## config.mk

```make
export PLATFORM = sky130hd
export DESIGN_NAME = alu_decode_stage
export DESIGN_NICKNAME = d
export VERILOG_FILES = /design/src/rtl/alu_decode_stage.sv
export SDC_FILE = /design/constraint.sdc
export NUM_CORES = 1
export LEC_CHECK = 0
export ABC_AREA = 1
export CORE_ASPECT_RATIO = 1.5
export CORE_MARGIN = 2
export CORE_UTILIZATION = 43
export CTS_BUF_LIST = sky130_fd_sc_hd__clkbuf_2 sky130_fd_sc_hd__clkbuf_4 sky130_fd_sc_hd__clkbuf_8
export DETAILED_ROUTE_END_ITERATION = 10
export PLACE_DENSITY = 0.83
export SLEW_MARGIN = 40
export SYNTH_ARGS = -nofsm -noshare
export SYNTH_HDL_FRONTEND = slang
export SYNTH_SLANG_ARGS = --single-unit
```

## constraint.sdc

```tcl
create_clock -name CLK -period 4.3 [get_ports CLK]
set_input_delay 0.86 -clock CLK [delete_from_list [all_inputs] [get_ports CLK]]
set_output_delay 0.86 -clock CLK [all_outputs]
set_load 0.005 [all_outputs]
```

## src/rtl/alu_decode_stage.sv

```systemverilog
// Registered RV32I OP/OP-IMM decode stage producing a one-hot ALU control bundle.
// Optional macro ALU_DECODE_ILLEGAL_TRAP_EN: drop illegal instructions and pulse ILLEGAL.
module alu_decode_stage (
  input  logic        CLK,
  input  logic        RSTN,
  input  logic        IN_VALID,
  output logic        IN_READY,
  input  logic [31:0] IN_INSTR,
  output logic        OUT_VALID,
  input  logic        OUT_READY,
  output logic [9:0]  OUT_ALU_OP,
  output logic [4:0]  OUT_RS1,
  output logic [4:0]  OUT_RS2,
  output logic [4:0]  OUT_RD,
  output logic        OUT_USE_IMM,
  output logic [31:0] OUT_IMM,
  output logic        ILLEGAL,
  output logic [31:0] DECODE_COUNT
);
  localparam logic [9:0] OP_ADD  = 10'b00_0000_0001;
  localparam logic [9:0] OP_SUB  = 10'b00_0000_0010;
  localparam logic [9:0] OP_SLL  = 10'b00_0000_0100;
  localparam logic [9:0] OP_SLT  = 10'b00_0000_1000;
  localparam logic [9:0] OP_SLTU = 10'b00_0001_0000;
  localparam logic [9:0] OP_XOR  = 10'b00_0010_0000;
  localparam logic [9:0] OP_SRL  = 10'b00_0100_0000;
  localparam logic [9:0] OP_SRA  = 10'b00_1000_0000;
  localparam logic [9:0] OP_OR   = 10'b01_0000_0000;
  localparam logic [9:0] OP_AND  = 10'b10_0000_0000;

  logic [6:0]  opcode, funct7;
  logic [2:0]  funct3;
  logic [9:0]  dec_op;
  logic [31:0] dec_imm;
  logic        dec_use_imm, dec_legal;
  logic        in_xfer, out_xfer, load, ill_pulse;

  assign opcode = IN_INSTR[6:0];
  assign funct3 = IN_INSTR[14:12];
  assign funct7 = IN_INSTR[31:25];

  always_comb begin
    dec_op      = '0;
    dec_imm     = '0;
    dec_use_imm = 1'b0;
    case (opcode)
      7'b0110011: begin
        if (funct7 == 7'b0000000) begin
          case (funct3)
            3'b000:  dec_op = OP_ADD;
            3'b001:  dec_op = OP_SLL;
            3'b010:  dec_op = OP_SLT;
            3'b011:  dec_op = OP_SLTU;
            3'b100:  dec_op = OP_XOR;
            3'b101:  dec_op = OP_SRL;
            3'b110:  dec_op = OP_OR;
            default: dec_op = OP_AND;
          endcase
        end else if (funct7 == 7'b0100000) begin
          if (funct3 == 3'b000)      dec_op = OP_SUB;
          else if (funct3 == 3'b101) dec_op = OP_SRA;
        end
      end
      7'b0010011: begin
        dec_use_imm = 1'b1;
        dec_imm     = {{20{IN_INSTR[31]}}, IN_INSTR[31:20]};
        case (funct3)
          3'b000: dec_op = OP_ADD;
          3'b010: dec_op = OP_SLT;
          3'b011: dec_op = OP_SLTU;
          3'b100: dec_op = OP_XOR;
          3'b110: dec_op = OP_OR;
          3'b111: dec_op = OP_AND;
          3'b001: begin
            // shift amounts are never sign-extended
            dec_imm = {27'b0, IN_INSTR[24:20]};
            if (funct7 == 7'b0000000) dec_op = OP_SLL;
          end
          default: begin
            dec_imm = {27'b0, IN_INSTR[24:20]};
            if (funct7 == 7'b0000000)      dec_op = OP_SRL;
            else if (funct7 == 7'b0100000) dec_op = OP_SRA;
          end
        endcase
      end
      default: ;
    endcase
    dec_legal = |dec_op;
    // illegal words travel as a plain register-register bundle with no op
    if (!dec_legal) begin
      dec_use_imm = 1'b0;
      dec_imm     = '0;
    end
  end

  assign IN_READY = !OUT_VALID || OUT_READY;
  assign in_xfer  = IN_VALID && IN_READY;
  assign out_xfer = OUT_VALID && OUT_READY;

`ifdef ALU_DECODE_ILLEGAL_TRAP_EN
  assign load      = in_xfer && dec_legal;
  assign ill_pulse = in_xfer && !dec_legal;
`else
  assign load      = in_xfer;
  assign ill_pulse = 1'b0;
`endif

  always_ff @(posedge CLK or negedge RSTN) begin
    if (!RSTN) begin
      OUT_VALID    <= 1'b0;
      OUT_ALU_OP   <= '0;
      OUT_RS1      <= '0;
      OUT_RS2      <= '0;
      OUT_RD       <= '0;
      OUT_USE_IMM  <= 1'b0;
      OUT_IMM      <= '0;
      ILLEGAL      <= 1'b0;
      DECODE_COUNT <= '0;
    end else begin
      ILLEGAL <= ill_pulse;
      if (load) begin
        OUT_VALID   <= 1'b1;
        OUT_ALU_OP  <= dec_op;
        OUT_RS1     <= IN_INSTR[19:15];
        OUT_RS2     <= dec_use_imm ? 5'd0 : IN_INSTR[24:20];
        OUT_RD      <= IN_INSTR[11:7];
        OUT_USE_IMM <= dec_use_imm;
        OUT_IMM     <= dec_imm;
      end else if (out_xfer) begin
        OUT_VALID <= 1'b0;
      end
      if (out_xfer) DECODE_COUNT <= DECODE_COUNT + 32'd1;
    end
  end
endmodule

```

==> results.cfg, run 1 <==
[critical_path]
cp_max_fo = 3
critPathMaxStageDelay_ns = 0.52
cpMostUsedCell = clkdlybuf4s50_1
r2r_slack_ns = 2.38
slowest_stage = clkdlybuf4s50_1
arrival_ns = 2.03
rr_endpoint = DECODE_COUNT[29]
cp.buffers_inverters = 3
path_delay_family = buffers and inverters
cp_cell_sequence = clkdlybuf4s50_1 > inv_1 > nand2_1 > clkdlybuf4s50_1
reg2reg_from = DECODE_COUNT[14]
rr_worst_depth = 9
start_kind = input port
cp-end-kind = primary output
path_class = input port to primary output
cp.required_ns = 3.44

[floorplan]
io_pins = 129
die_h_um = 118.0
core_area_mm2 = 0.008413
die_x_um = 80.02
rows = 41
start_util_pct = 44.30
die_area_mm2 = 0.009444

[cells_and_area]
fill_cells = 748
ff_latch_area_mm2 = 0.001777
fin_cells = 671
drive_gt1_share_pct = 9.397
area_growth_syn_to_layout_pct = 41.32
multi_input_area_mm2 = 0.001613
antenna_cells = 0
nNetsFinal = 596

[place]
place_hpwl_um = 7283
numPortBuffers = 127
dp.cells = 655
place_congestion = 0.9122

[detailed_routing]
route.vias.total = 3325
vias_per_cell = 4.955
routed_wl_um = 9690
post_drt_wl_per_cell_um = 14.44
drt-pass1-iter-count = 4
drc_errors = 0
antenna_left = 0
drt_iter0_drc = 194

[yosys]
synth_top_area_share_pct = 47.67
synth_warnings = 0
synth_common_cells = 147 x nand2_1, 71 x dfrtp_1, 40 x nor2_1
syn_inst = 448
yosysMostFrequentCell = nand2_1
mappedNetlistArea_mm2 = 0.003727
async_flop_share_pct = 100.0
synth_seq_cells = 71
synth-edff-count = 0
yosysTopAreaCell = dfrtp_1
syn_area_per_cell_um2 = 8.320
synth_cell_types = 35
yosysSeqAreaShare_pct = 47.67
syn_nets = 485
synth-main-ff-cell = dfrtp_1
synth.top_cells.by_area = dfrtp_1 48%, nand2_1 15%, buf_4 4.2%, xor2_1 4.2%, nor2_1 4.0%

[run]
max-cap-violations = 0

[pwr]
power_density_mw_per_mm2 = 356.6
ir_drop_mv = 0.2200
p_leak_nw = 2.499

[clock_tree]
cts_root_buf = clkbuf_8
cts_inserted_buffers = 9
cts.path.max_buffers = 2
cts_setup_buffers = 0
cts_tree = done
h-tree-depth = 3
clock-sinks = 71
clk_pin_slew_ns = 0.08
ctsResizeCount = 0
cts_hold_buffers = 0
clkLatencyLatePin_ns = 0.36

[timing]
fin_crit_ns = 2.891
worstMarginPinSlew_ns = 0.7007
drv_slew = 0
tns_ns = 0
final.setup_skew_ns = 0.007617
post-route-period-util_pct = 67.23
finalSetupViolCount = 0
grt_setup_unrepaired = false
timing.slew.headroom_pct = 53.24
finalHoldViolations = 0
clock.fmax_mhz = 345.9

[global_route]
grt_max_degree = 53
grt_pass1_wl_um = 15850
grt_overflow_total = 0
grtUsageTotal_pct = 21.40
grt_pass1_vias = 3376
antenna_found_initial = 0

[worst_hold_path]
hold_path.class = input port to async pin

[outcome]
status = completed
-- cell usage in the layout (no fill, tap or decap), types with 2 or more instances in the layout --
| cell | n |
|---|---|
| nor2_1 | 40 |
| nor3_2 | 3 |
| nor3_1 | 7 |
| inv_1 | 35 |
| nor2_4 | 5 |
| o21ai_0 | 9 |
| nand2_1 | 147 |
| nand2_2 | 8 |
| clkdlybuf4s50_1 | 126 |
| clkbuf_8 | 10 |
| dfrtp_1 | 71 |
| nand3_1 | 23 |
| xnor2_1 | 10 |
| o21ai_1 | 2 |
| nor3_4 | 3 |
| xor2_1 | 18 |
| inv_2 | 2 |
| o41ai_1 | 4 |
| nor2_2 | 4 |
| buf_4 | 2 |
| nand3b_1 | 2 |
| nand4_1 | 8 |
| bufinv_16 | 5 |
| nand2_4 | 3 |
| o31ai_1 | 3 |
-- routing by layer --
metal | track usage (%) | vias to the layer above | wire, um
met5 | 0 | - | 0
met4 | 11.76 | 0 | 395
met3 | 4.294 | 31 | 542
met2 | 38.59 | 114 | 5106
met1 | 22.43 | 1572 | 3645
li1 | - | 1608 | -
-- through the flow --
stage	util, %	setup WS, ns	total power, W	hold slack [ns]	instance area [um2]
finish	62.61	1.409	0.001878	0.4509	5268
global route	62.61	1.338	0.001957	0.4729	5268
CTS	62.61	1.402	0.001887	0.4491	5268
detailed placement	59.13	1.405	0.001110	0.4647	4975
global placement	58.80	1.405	0.001097	0.4637	4947
floorplan	-	2.440	0.0009112	0.4699	3727
-- registers in the layout (all words and copies together), names as in the netlist --
signal / flops
OUT_RS1: 5
OUT_VALID: 1
OUT_RS2: 5
OUT_RD: 5
DECODE_COUNT: 32
OUT_USE_IMM: 1
OUT_IMM: 12
OUT_ALU_OP: 10
-- how the worst max path moves through the flow --
stage,start,to,cells after the start
4_1_cts,OUT_READY,IN_READY,4
3_5_place_dp,OUT_READY,IN_READY,4
2_1_floorplan,OUT_READY,DECODE_COUNT[17],9
3_3_place_gp,OUT_READY,IN_READY,4
5_1_grt,OUT_READY,IN_READY,4
6_report,OUT_READY,IN_READY,4
-- cells by family (layout without fill, tap and decap cells) --
family          count (synthesis)  in the layout  synth area share, %
simple gates                  259            259                32.86
other cells                     1              1               0.1006
compound gates                 20             20                3.390
fa+ha+maj                       1              1               0.3356
flops                          71             71                47.67
xor+xnor                       28             28                6.579
buf+inv                        68            184                9.063
-- final cells by class --
type | count | share of cell area, %
inverter | 38 | 2.708
sequential | 71 | 33.73
timing repair buffer | 130 | 24.85
clock inverter | 6 | 2.945
clock buffer | 10 | 2.613
multi-input combinational | 309 | 30.62
tap | 107 | 2.542
-- where the power goes --
| group | internal (W) | leakage (nW) | switching [W] | total, W |
|---|---|---|---|---|
| clock | 0.000518 | 0.146 | 0.000268 | 0.000785 |
| combinational | 0.000168 | 1.41 | 0.000144 | 0.000312 |
| sequential | 0.000722 | 0.940 | 0.0000597 | 0.000781 |
| total | 0.00141 | 2.50 | 0.000471 | 0.00188 |
Power figures use the tool's default switching activity.
==> run 2, diff against run 1 <==
--- a/config.mk
+++ b/config.mk
@@ -8,10 +8,10 @@
 export ABC_AREA = 1
 export CORE_ASPECT_RATIO = 1.5
 export CORE_MARGIN = 2
-export CORE_UTILIZATION = 43
+export CORE_UTILIZATION = 42
 export CTS_BUF_LIST = sky130_fd_sc_hd__clkbuf_2 sky130_fd_sc_hd__clkbuf_4 sky130_fd_sc_hd__clkbuf_8
 export DETAILED_ROUTE_END_ITERATION = 10
-export PLACE_DENSITY = 0.83
+export PLACE_DENSITY = 0.84
 export SLEW_MARGIN = 40
 export SYNTH_ARGS = -nofsm -noshare
 export SYNTH_HDL_FRONTEND = slang
==> constraint.sdc (replaced) <==
create_clock -name CLK -period 2.5 [get_ports CLK]
set_input_delay 0.5 -clock CLK [delete_from_list [all_inputs] [get_ports CLK]]
set_output_delay 0.5 -clock CLK [all_outputs]
set_load 0.005 [all_outputs]
==> run 2 against run 1 <==
  * Wire length is essentially flat
  * Total power rose by 45%
  * Critical path depth unchanged
  * Combinational power increased by 74%
  * First-iteration DRC count fell by 25%
  * Non-clock buffer count rose by 2
  * Sequential cell count unchanged
  * Worst hold slack got worse by 0.30 ns
  * Utilization shrank 3.4 points
  * Largest cell class unchanged
  * Largest power group is now sequential cells
==> results.cfg, run 2 (same netlist as run 1, synthesis figures left out) <==
[clock_tree]
clk_pin_slew_ns = 0.07
cts_setup_buffers = 0
clock-sinks = 71
cts_inserted_buffers = 9
cts.path.max_buffers = 2
ctsResizeCount = 0
cts_root_buf = clkbuf_8
clkLatencyLatePin_ns = 0.35
cts_tree = done
cts_hold_buffers = 0
h-tree-depth = 3

[place]
numPortBuffers = 127
dp_slack_ns = 0.2797
place_congestion = 0.9487
place_hpwl_um = 7307
dp.cells = 660

[critical_path]
path_class = input port to primary output
critPathMaxStageDelay_ns = 0.52
arrival_ns = 1.67
path_delay_family = buffers and inverters
rr_endpoint = DECODE_COUNT[29]
cp_cell_sequence = clkdlybuf4s50_1 > inv_1 > nand2_1 > clkdlybuf4s50_1
reg2reg_from = DECODE_COUNT[14]
cp-end-kind = primary output
cp_max_fo = 3
cpMostUsedCell = clkdlybuf4s50_1
rr_worst_depth = 9
cp.buffers_inverters = 3
r2r_slack_ns = 0.72
start_kind = input port
critical_path_depth = 4
cp.required_ns = 2.00
slowest_stage = clkdlybuf4s50_1

[timing]
final.setup_skew_ns = 0.007087
drv_slew = 0
tns_ns = 0
finalSetupViolCount = 0
fin_crit_ns = 2.173
grt_setup_unrepaired = false
clock.fmax_mhz = 460.1
worstMarginPinSlew_ns = 0.5441
timing.slew.headroom_pct = 63.73
post-route-period-util_pct = 86.94
fin_ws_ns = 0.3266
finalHoldViolations = 0

[pwr]
p_leak_nw = 2.459
power_density_mw_per_mm2 = 529.1
ir_drop_mv = 0.3426
p_total_w = 0.002733

[run]
max-cap-violations = 0

[detailed_routing]
drt-pass1-iter-count = 4
routed_wl_um = 9682
route.vias.total = 3365
drt_iter0_drc = 146
drc_errors = 0
vias_per_cell = 4.978
post_drt_wl_per_cell_um = 14.32
antenna_left = 0

[floorplan]
rows = 42
start_util_pct = 42.73
io_pins = 129
die_x_um = 80.92
die_area_mm2 = 0.009660
die_h_um = 119.4
core_area_mm2 = 0.008723

[cells_and_area]
fin_cells = 676
drive_gt1_share_pct = 9.717
fill_cells = 772
final_common_cell = nand2_1
antenna_cells = 0
nNetsFinal = 598
top_register = DECODE_COUNT
final_cell_mix = 147 x nand2_1, 126 x clkdlybuf4s50_1, 71 x dfrtp_1
finish.utilization_pct = 59.21
largest_reg_flops = 32
area_growth_syn_to_layout_pct = 38.57
reg_top3 = DECODE_COUNT (32), OUT_IMM (12), OUT_ALU_OP (10)

[global_route]
antenna_found_initial = 0
grtUsageTotal_pct = 20.93
grt_pass1_vias = 3423
grt_overflow_total = 0
grt_pass1_wl_um = 15630
grt_max_degree = 72

[worst_hold_path]
hold_path.class = input port to async pin

[outcome]
status = completed
run 2: cell types whose count changed in the layout (fill, tap and decap cells not counted), sizes merged:
cell | previous run | this run
bufinv | 5 | 0
clkinv | 2 | 5
buf | 4 | 6
clkbuf | 10 | 12
run 2: how the worst max path moves through the flow:
stage | startpoint | slack [ns] | end
floorplan | DECODE_COUNT[0] | 0.94 | DECODE_COUNT[28]
global placement | OUT_READY | 0.33 | IN_READY
detailed placement | OUT_READY | 0.28 | DECODE_COUNT[17]
CTS | OUT_IMM[30] | 0.29 | OUT_IMM[27]
global route | OUT_IMM[30] | 0.23 | OUT_IMM[23]
finish | OUT_READY | 0.33 | IN_READY
run 2: layout make-up:
cell class | count | area, um2 | share of cell area [%]
inverters | 38 | 142.6 | 2.762
clock inverters | 4 | 20.02 | 0.3876
well taps | 110 | 137.6 | 2.665
clock buffers | 12 | 158.9 | 3.077
multi-input cells | 309 | 1613 | 31.23
flip-flops and latches | 71 | 1777 | 34.40
repair buffers | 132 | 1316 | 25.48
run 2: worst register-to-register path: cells and delay by family, from the launching register on:
kind,cells,cell delay (ns)
compound gates,1,0.07
buf+inv,1,0.11
flops,1,0.44
simple gates,7,1.04
run 2: per-stage QoR:
| stage | hold slack (ns) | cell area (um2) |
|---|---|---|
| global placement | 0.4637 | 4986 |
| CTS | 0.1806 | 5165 |
| floorplan | 0.2044 | 3727 |
| global route | 0.1793 | 5165 |
| detailed placement | 0.4638 | 4986 |
| finish | 0.1465 | 5165 |
run 2: per-layer routing:
layer / up-vias / wire [um] / track usage, %
met5: - / 0 / 0
met1: 1569 / 3643 / 22.64
met3: 36 / 567 / 4.394
li1: 1609 / - / -
met4: 0 / 412 / 12.18
met2: 151 / 5059 / 36.52
run 2: where the power goes:
part	internal (W)	leakage, nW	switching [W]	total [W]
clock	0.000419	0.0993	0.000424	0.000843
sequential	0.00124	0.940	0.000106	0.00135
combinational	0.000293	1.42	0.000250	0.000542
